$ cat config.mk
export PLATFORM = sky130hd
export DESIGN_NAME = clk_div_monitor
export DESIGN_NICKNAME = d
export VERILOG_FILES = /design/src/rtl/clk_mon_pkg.sv /design/src/rtl/sync_2ff.sv /design/src/rtl/clk_div_monitor.sv
export SDC_FILE = /design/constraint.sdc
export NUM_CORES = 1
export LEC_CHECK = 0
export ABC_AREA = 1
export CORE_MARGIN = 2
export CORE_UTILIZATION = 56
export CTS_CLUSTER_DIAMETER = 50
export DETAILED_ROUTE_END_ITERATION = 8
export HOLD_SLACK_MARGIN = 0.03
export PLACE_DENSITY_LB_ADDON = 0.1
export REMOVE_ABC_BUFFERS = 1
export SLEW_MARGIN = 30
export SYNTH_ARGS = -nofsm -noshare
export SYNTH_HDL_FRONTEND = slang
export SYNTH_SLANG_ARGS = --single-unit
export TNS_END_PERCENT = 100
$ cat constraint.sdc
create_clock -name clk -period 1.9 [get_ports clk]
set_input_delay 0.38 -clock clk [delete_from_list [all_inputs] [get_ports clk]]
set_output_delay 0.38 -clock clk [all_outputs]
set_load 0.02 [all_outputs]
$ cat src/rtl/clk_mon_pkg.sv
// Shared types and defaults for the divided-clock frequency/duty monitor.
package clk_mon_pkg;

  typedef enum logic [1:0] {
    SEARCH  = 2'd0,
    MEASURE = 2'd1,
    LOCKED  = 2'd2
  } state_t;

  localparam int EXP_PERIOD_D = 5;
  localparam int LOCK_COUNT_D = 4;
  localparam int TIMEOUT_D    = 20;
  localparam int CNT_W_D      = 8;

  // Allowed high time for a period: floor(period/2) .. ceil(period/2).
  function automatic int hi_bound(input int period, input bit upper);
    return upper ? (period + 1) / 2 : period / 2;
  endfunction

endpackage

$ cat src/rtl/sync_2ff.sv
// Single-bit two-flop synchronizer with asynchronous active-low reset.
module sync_2ff (
  input  logic clk,
  input  logic rstn,
  input  logic d,
  output logic q
);

  logic meta;

  // NOTE: non-blocking assignments make both flops sample together, so d
  // really takes two edges to reach q; blocking here would collapse the chain.
  always_ff @(posedge clk or negedge rstn) begin
    if (!rstn) begin
      meta <= 1'b0;
      q    <= 1'b0;
    end else begin
      meta <= d;
      q    <= meta;
    end
  end

endmodule

$ cat src/rtl/clk_div_monitor.sv
// Measures period and high time of mon_clk in clk cycles, reports lock after
// a run of good periods and raises sticky period/duty/stall errors.
module clk_div_monitor
  import clk_mon_pkg::*;
#(
  parameter int EXP_PERIOD = EXP_PERIOD_D,
  parameter int LOCK_COUNT = LOCK_COUNT_D,
  parameter int TIMEOUT    = TIMEOUT_D,
  parameter int CNT_W      = CNT_W_D
) (
  input  logic             clk,
  input  logic             rstn,
  input  logic             mon_clk,
  input  logic             err_clr,
  output logic             lock,
  output logic             meas_valid,
  output logic [CNT_W-1:0] meas_period,
  output logic [CNT_W-1:0] meas_high,
  output logic             err_period,
  output logic             err_duty,
  output logic             err_stall
);

  localparam int IDLE_W = $clog2(TIMEOUT + 1);
  localparam int GOOD_W = $clog2(LOCK_COUNT + 1);
  localparam logic [CNT_W-1:0] CNT_MAX = '1;
  localparam logic [CNT_W-1:0] EXP_P   = CNT_W'(EXP_PERIOD);
  localparam logic [CNT_W-1:0] HI_MIN  = CNT_W'(hi_bound(EXP_PERIOD, 1'b0));
  localparam logic [CNT_W-1:0] HI_MAX  = CNT_W'(hi_bound(EXP_PERIOD, 1'b1));

  logic              mon_sync;
  logic              mon_dly;
  logic              rise;
  logic [CNT_W-1:0]  per_cnt;
  logic [CNT_W-1:0]  hi_cnt;
  logic [IDLE_W-1:0] idle_cnt;
  logic              timeout;
  logic              per_ok;
  logic              duty_ok;
  state_t            state, state_nxt;
  logic [GOOD_W-1:0] good_cnt, good_nxt;
  logic              meas_fire;
  logic              set_period;
  logic              set_duty;
  logic              set_stall;

  sync_2ff u_sync (
    .clk  (clk),
    .rstn (rstn),
    .d    (mon_clk),
    .q    (mon_sync)
  );

  assign rise    = mon_sync & ~mon_dly;
  assign timeout = !rise && (idle_cnt == IDLE_W'(TIMEOUT - 1));
  assign per_ok  = (per_cnt == EXP_P);
  assign duty_ok = (hi_cnt >= HI_MIN) && (hi_cnt <= HI_MAX);

  // Measurement counters; each rise closes one period and starts the next.
  always_ff @(posedge clk or negedge rstn) begin
    if (!rstn) begin
      mon_dly  <= 1'b0;
      per_cnt  <= '0;
      hi_cnt   <= '0;
      idle_cnt <= '0;
    end else begin
      mon_dly <= mon_sync;
      if (rise)                    per_cnt <= CNT_W'(1);
      else if (per_cnt != CNT_MAX) per_cnt <= per_cnt + CNT_W'(1);
      if (rise)                                hi_cnt <= CNT_W'(1);
      else if (mon_sync && hi_cnt != CNT_MAX)  hi_cnt <= hi_cnt + CNT_W'(1);
      if (rise)                                  idle_cnt <= '0;
      else if (idle_cnt != IDLE_W'(TIMEOUT))     idle_cnt <= idle_cnt + IDLE_W'(1);
    end
  end

  always_ff @(posedge clk or negedge rstn) begin
    if (!rstn) begin
      state    <= SEARCH;
      good_cnt <= '0;
    end else begin
      state    <= state_nxt;
      good_cnt <= good_nxt;
    end
  end

  // NOTE: defaults first so every path assigns every output -- no latches.
  always_comb begin
    state_nxt = state;
    good_nxt  = good_cnt;
    case (state)
      SEARCH: begin
        if (rise) begin
          state_nxt = MEASURE;
          good_nxt  = '0;
        end
      end
      MEASURE: begin
        if (timeout) begin
          state_nxt = SEARCH;
        end else if (rise) begin
          if (per_ok && duty_ok) begin
            good_nxt = good_cnt + GOOD_W'(1);
            if (good_cnt == GOOD_W'(LOCK_COUNT - 1)) state_nxt = LOCKED;
          end else begin
            good_nxt = '0;
          end
        end
      end
      LOCKED: begin
        if (timeout) begin
          state_nxt = SEARCH;
        end else if (rise && !(per_ok && duty_ok)) begin
          state_nxt = MEASURE;
          good_nxt  = '0;
        end
      end
      default: state_nxt = SEARCH;
    endcase
  end

  always_comb begin
    lock       = (state == LOCKED);
    meas_fire  = rise && (state != SEARCH);
    set_period = meas_fire && !per_ok;
    set_duty   = meas_fire && !duty_ok;
    set_stall  = timeout && (state != SEARCH);
  end

  // Error flags are set-priority: a set in the same cycle as err_clr wins.
  always_ff @(posedge clk or negedge rstn) begin
    if (!rstn) begin
      meas_valid  <= 1'b0;
      meas_period <= '0;
      meas_high   <= '0;
      err_period  <= 1'b0;
      err_duty    <= 1'b0;
      err_stall   <= 1'b0;
    end else begin
      meas_valid <= meas_fire;
      if (meas_fire) begin
        meas_period <= per_cnt;
        meas_high   <= hi_cnt;
      end
      err_period <= set_period | (err_period & ~err_clr);
      err_duty   <= set_duty   | (err_duty   & ~err_clr);
      err_stall  <= set_stall  | (err_stall  & ~err_clr);
    end
  end

endmodule

==> results.json <==
{
  "grt_use_met2_pct": 34.62,
  "clk_pin_slew_ns": 0.09,
  "gr-total-overflow": 0,
  "tightestPinTransition_ns": 0.5327,
  "grt_pass1_wl_mm": 7.314,
  "netlist_instances": 276,
  "required_ns": 1.52,
  "layout.nets": 317,
  "path_delay_family": "buffers and inverters",
  "wl_mm": 4.376,
  "avgSynthCellArea_um2": 8.427,
  "via_per_inst": 5.146,
  "vias": 1832,
  "crit_chain": "clkdlybuf4s50_1",
  "grt_use_total_pct": 21.16,
  "status": "completed",
  "drt_iter0_drc": 144,
  "cts_made_buffers": 5,
  "irDropWorstVdd_uv": 700.2,
  "cp-endpoint": "meas_high[0]",
  "groute.layer.met3.usage_pct": 3.947,
  "cp_num_buf_inv": 1,
  "synth_top_area_share_pct": 52.72,
  "core_um2": 4000,
  "netlist_area_um2": 2326,
  "synth_seq_cells": 49,
  "num_antenna_cells": 0,
  "antenna_found_initial": 0,
  "drtAntennaViolNets": 0,
  "min_period_ns": 1.671,
  "synthTopCellsByArea": "dfrtp_1, nand2_1, inv_1",
  "ios": 25,
  "path_depth": 1,
  "cts_max_level": 2,
  "initial_core_util_pct": 58.15,
  "finalPower_w": 0.003158,
  "p_per_area_nw_per_um2": 1155,
  "yosysSeqAreaShare_pct": 52.72,
  "clock-sinks": 49,
  "slowest_stage": "clkdlybuf4s50_1",
  "grt_max_degree": 50,
  "finalHoldViolCount": 0,
  "cp-end-kind": "output pin",
  "gp_congestion": 0.8228,
  "rsz0062_at_grt": "no",
  "grt_pass1_vias": 1634,
  "drc": 0,
  "setup_violations": 0,
  "routedWlPerCell_um": 12.29,
  "r2r_slack_ns": 0.23,
  "clk_latency_ns": 0.30,
  "leakage_nw": 1.324,
  "synth_top_cell_by_area": "dfrtp_1",
  "grt_busiest_layer": "met2",
  "fin_tns_setup_ns": 0,
  "fin_crit_sh_pct": 87.94,
  "reg2reg_depth": 10,
  "max_freq_ghz": 0.5985,
  "crit_fanout": 2,
  "hold_class": "input port to asynchronous set/reset pin",
  "crit_type": "flip-flop to output pin",
  "skew_ns": 0.01197,
  "cts_buffer_depth": 2,
  "yosysUniqueCellTypes": 22,
  "drive_gt1_share_pct": 9.150,
  "grt_use_met1_pct": 28.16,
  "slew_headroom_pct": 64.44,
  "start_kind": "flip-flop",
  "startpoint": "meas_high[0]$_DFFE_PN0P_",
  "r2r_start": "hi_cnt[0]$_DFFE_PN0P_",
  "area_growth_pct": 17.54,
  "rows": 23,
  "die_x_um": 68.45,
  "dp_hpwl_mm": 3.079,
  "cp.arrival_ns": 1.29,
  "dieHeight_um": 68.45,
  "rr_endpoint": "good_cnt[2]$_DFFE_PN0P_",
  "root_buffer": "clkbuf_8",
  "cpPeakStageDelay_ns": 0.62,
  "yosys_warnings": 0,
  "portBuffers": 24,
  "drt_pass1_iterations": 4,
  "die-area_um2": 4685,
  "drv_cap": 0,
  "slew_viol_final": 0,
  "cts_tree": "built"
}
logic make-up after synthesis:
family / Yosys count / share of synthesized area [%]
AND/OR/NAND/NOR: 121 / 22.81
AO/OA/AOI/OAI: 50 / 11.51
buffers and inverters: 45 / 7.531
XOR/XNOR: 3 / 1.130
adder cells (fa/ha/maj): 8 / 4.304
flip-flops: 49 / 52.72
where the power goes:
group	switching, W	leakage (nW)	internal, W
registers	0.000196	0.650	0.00126
logic	0.000613	0.620	0.000419
clock network	0.000341	0.0542	0.000329
total	0.00115	1.32	0.00201
routing by layer:
layer / share of wire [%] / up-vias
met5: 0 / -
met4: 1.4 / 0
met3: 2.5 / 7
met2: 48 / 24
met1: 48 / 854
li1: - / 947
how the worst min path moves through the flow:
stage | start | end | slack [ns] | cells past startpoint
floorplan | rstn | err_duty$_DFF_PN0_ | 0.08 | 0
global placement | u_sync.meta$_DFF_PN0_ | u_sync.q$_DFF_PN0_ | 0.35 | 0
detailed placement | u_sync.meta$_DFF_PN0_ | u_sync.q$_DFF_PN0_ | 0.35 | 0
CTS | rstn | meas_period[6]$_DFFE_PN0P_ | 0.06 | 2
global route | rstn | meas_period[2]$_DFFE_PN0P_ | 0.05 | 2
finish | rstn | meas_period[2]$_DFFE_PN0P_ | 0.04 | 2
metrics by stage:
step / hold WS, ns / util, % / instance area, um2 / std cells / worst slack (ns)
after CTS: 0.05754 / 68.35 / 2734 / 356 / 0.2147
after detailed placement: 0.3517 / 65.84 / 2634 / 348 / 0.2769
after floorplan: 0.08441 / - / 2301 / 271 / 0.4490
after global placement: 0.3524 / 65.84 / 2634 / 348 / 0.2931
final: 0.03618 / 68.35 / 2734 / 356 / 0.2291
after global routing: 0.05326 / 68.35 / 2734 / 356 / 0.08740
worst register-to-register path: stages (launching register included):
cell	delay, ns
dfrtp_1	0.40
inv_1	0.12
ha_1	0.17
inv_1	0.04
nand2_1	0.07
nand2_1	0.08
nor2_2	0.18
nand2_1	0.11
o21ai_1	0.25
nand2_1	0.08
o31ai_1	0.07
layout by cell type (no fill, tap or decap):
cell	n
clkinv_2	1
nor3_1	5
or2_2	1
a31oi_1	2
nor3_2	3
inv_1	35
clkbuf_8	7
a21boi_1	1
inv_2	5
o22ai_1	4
nand2_2	4
xor2_1	3
o21ai_0	8
o21ai_1	25
nand2_1	63
nand3_1	17
dlygate4sd2_1	1
buf_4	2
ha_1	8
a21oi_1	7
o31ai_1	3
nor2_1	21
clkdlybuf4s50_1	22
nand4_1	4
buf_2	1
dfrtp_1	49
buf_12	1
nor2_2	3
sequential cells by signal, indices dropped and copies added (netlist names):
name         count
err_duty         1
err_period       1
err_stall        1
good_cnt         3
hi_cnt           8
idle_cnt         5
meas_high        8
meas_period      8
meas_valid       1
mon_dly          1
per_cnt          8
state            2
u_sync.meta      1
u_sync.q         1
what timing repair did:
item	4_1_cts	5_1_grt
buffers inserted	0	0
gates resized for setup	1	0
hold buffers	0	0
setup endpoints to repair	1	0
cell type report:
cell class | count | area [um2]
Fill cell | 350 | 1266
Sequential cell | 49 | 1226
Multi-Input combinational cell | 182 | 924.6
Timing Repair Buffer | 27 | 269.0
Inverter | 40 | 150.1
Clock buffer | 7 | 96.34
Tap cell | 50 | 62.56
Clock inverter | 1 | 5.005
synth_stat cells:
library cell and n:
a21boi_1 1, a21oi_1 7, a31oi_1 2, buf_2 5, dfrtp_1 49, ha_1 8, inv_1 35, inv_2 5
nand2_1 63, nand2_2 4, nand3_1 17, nand4_1 4, nor2_1 21, nor2_2 3, nor3_1 5, nor3_2 3
o21ai_0 8, o21ai_1 25, o22ai_1 4, o31ai_1 3, or2_2 1, xor2_1 3
Power figures use the tool's default switching activity.
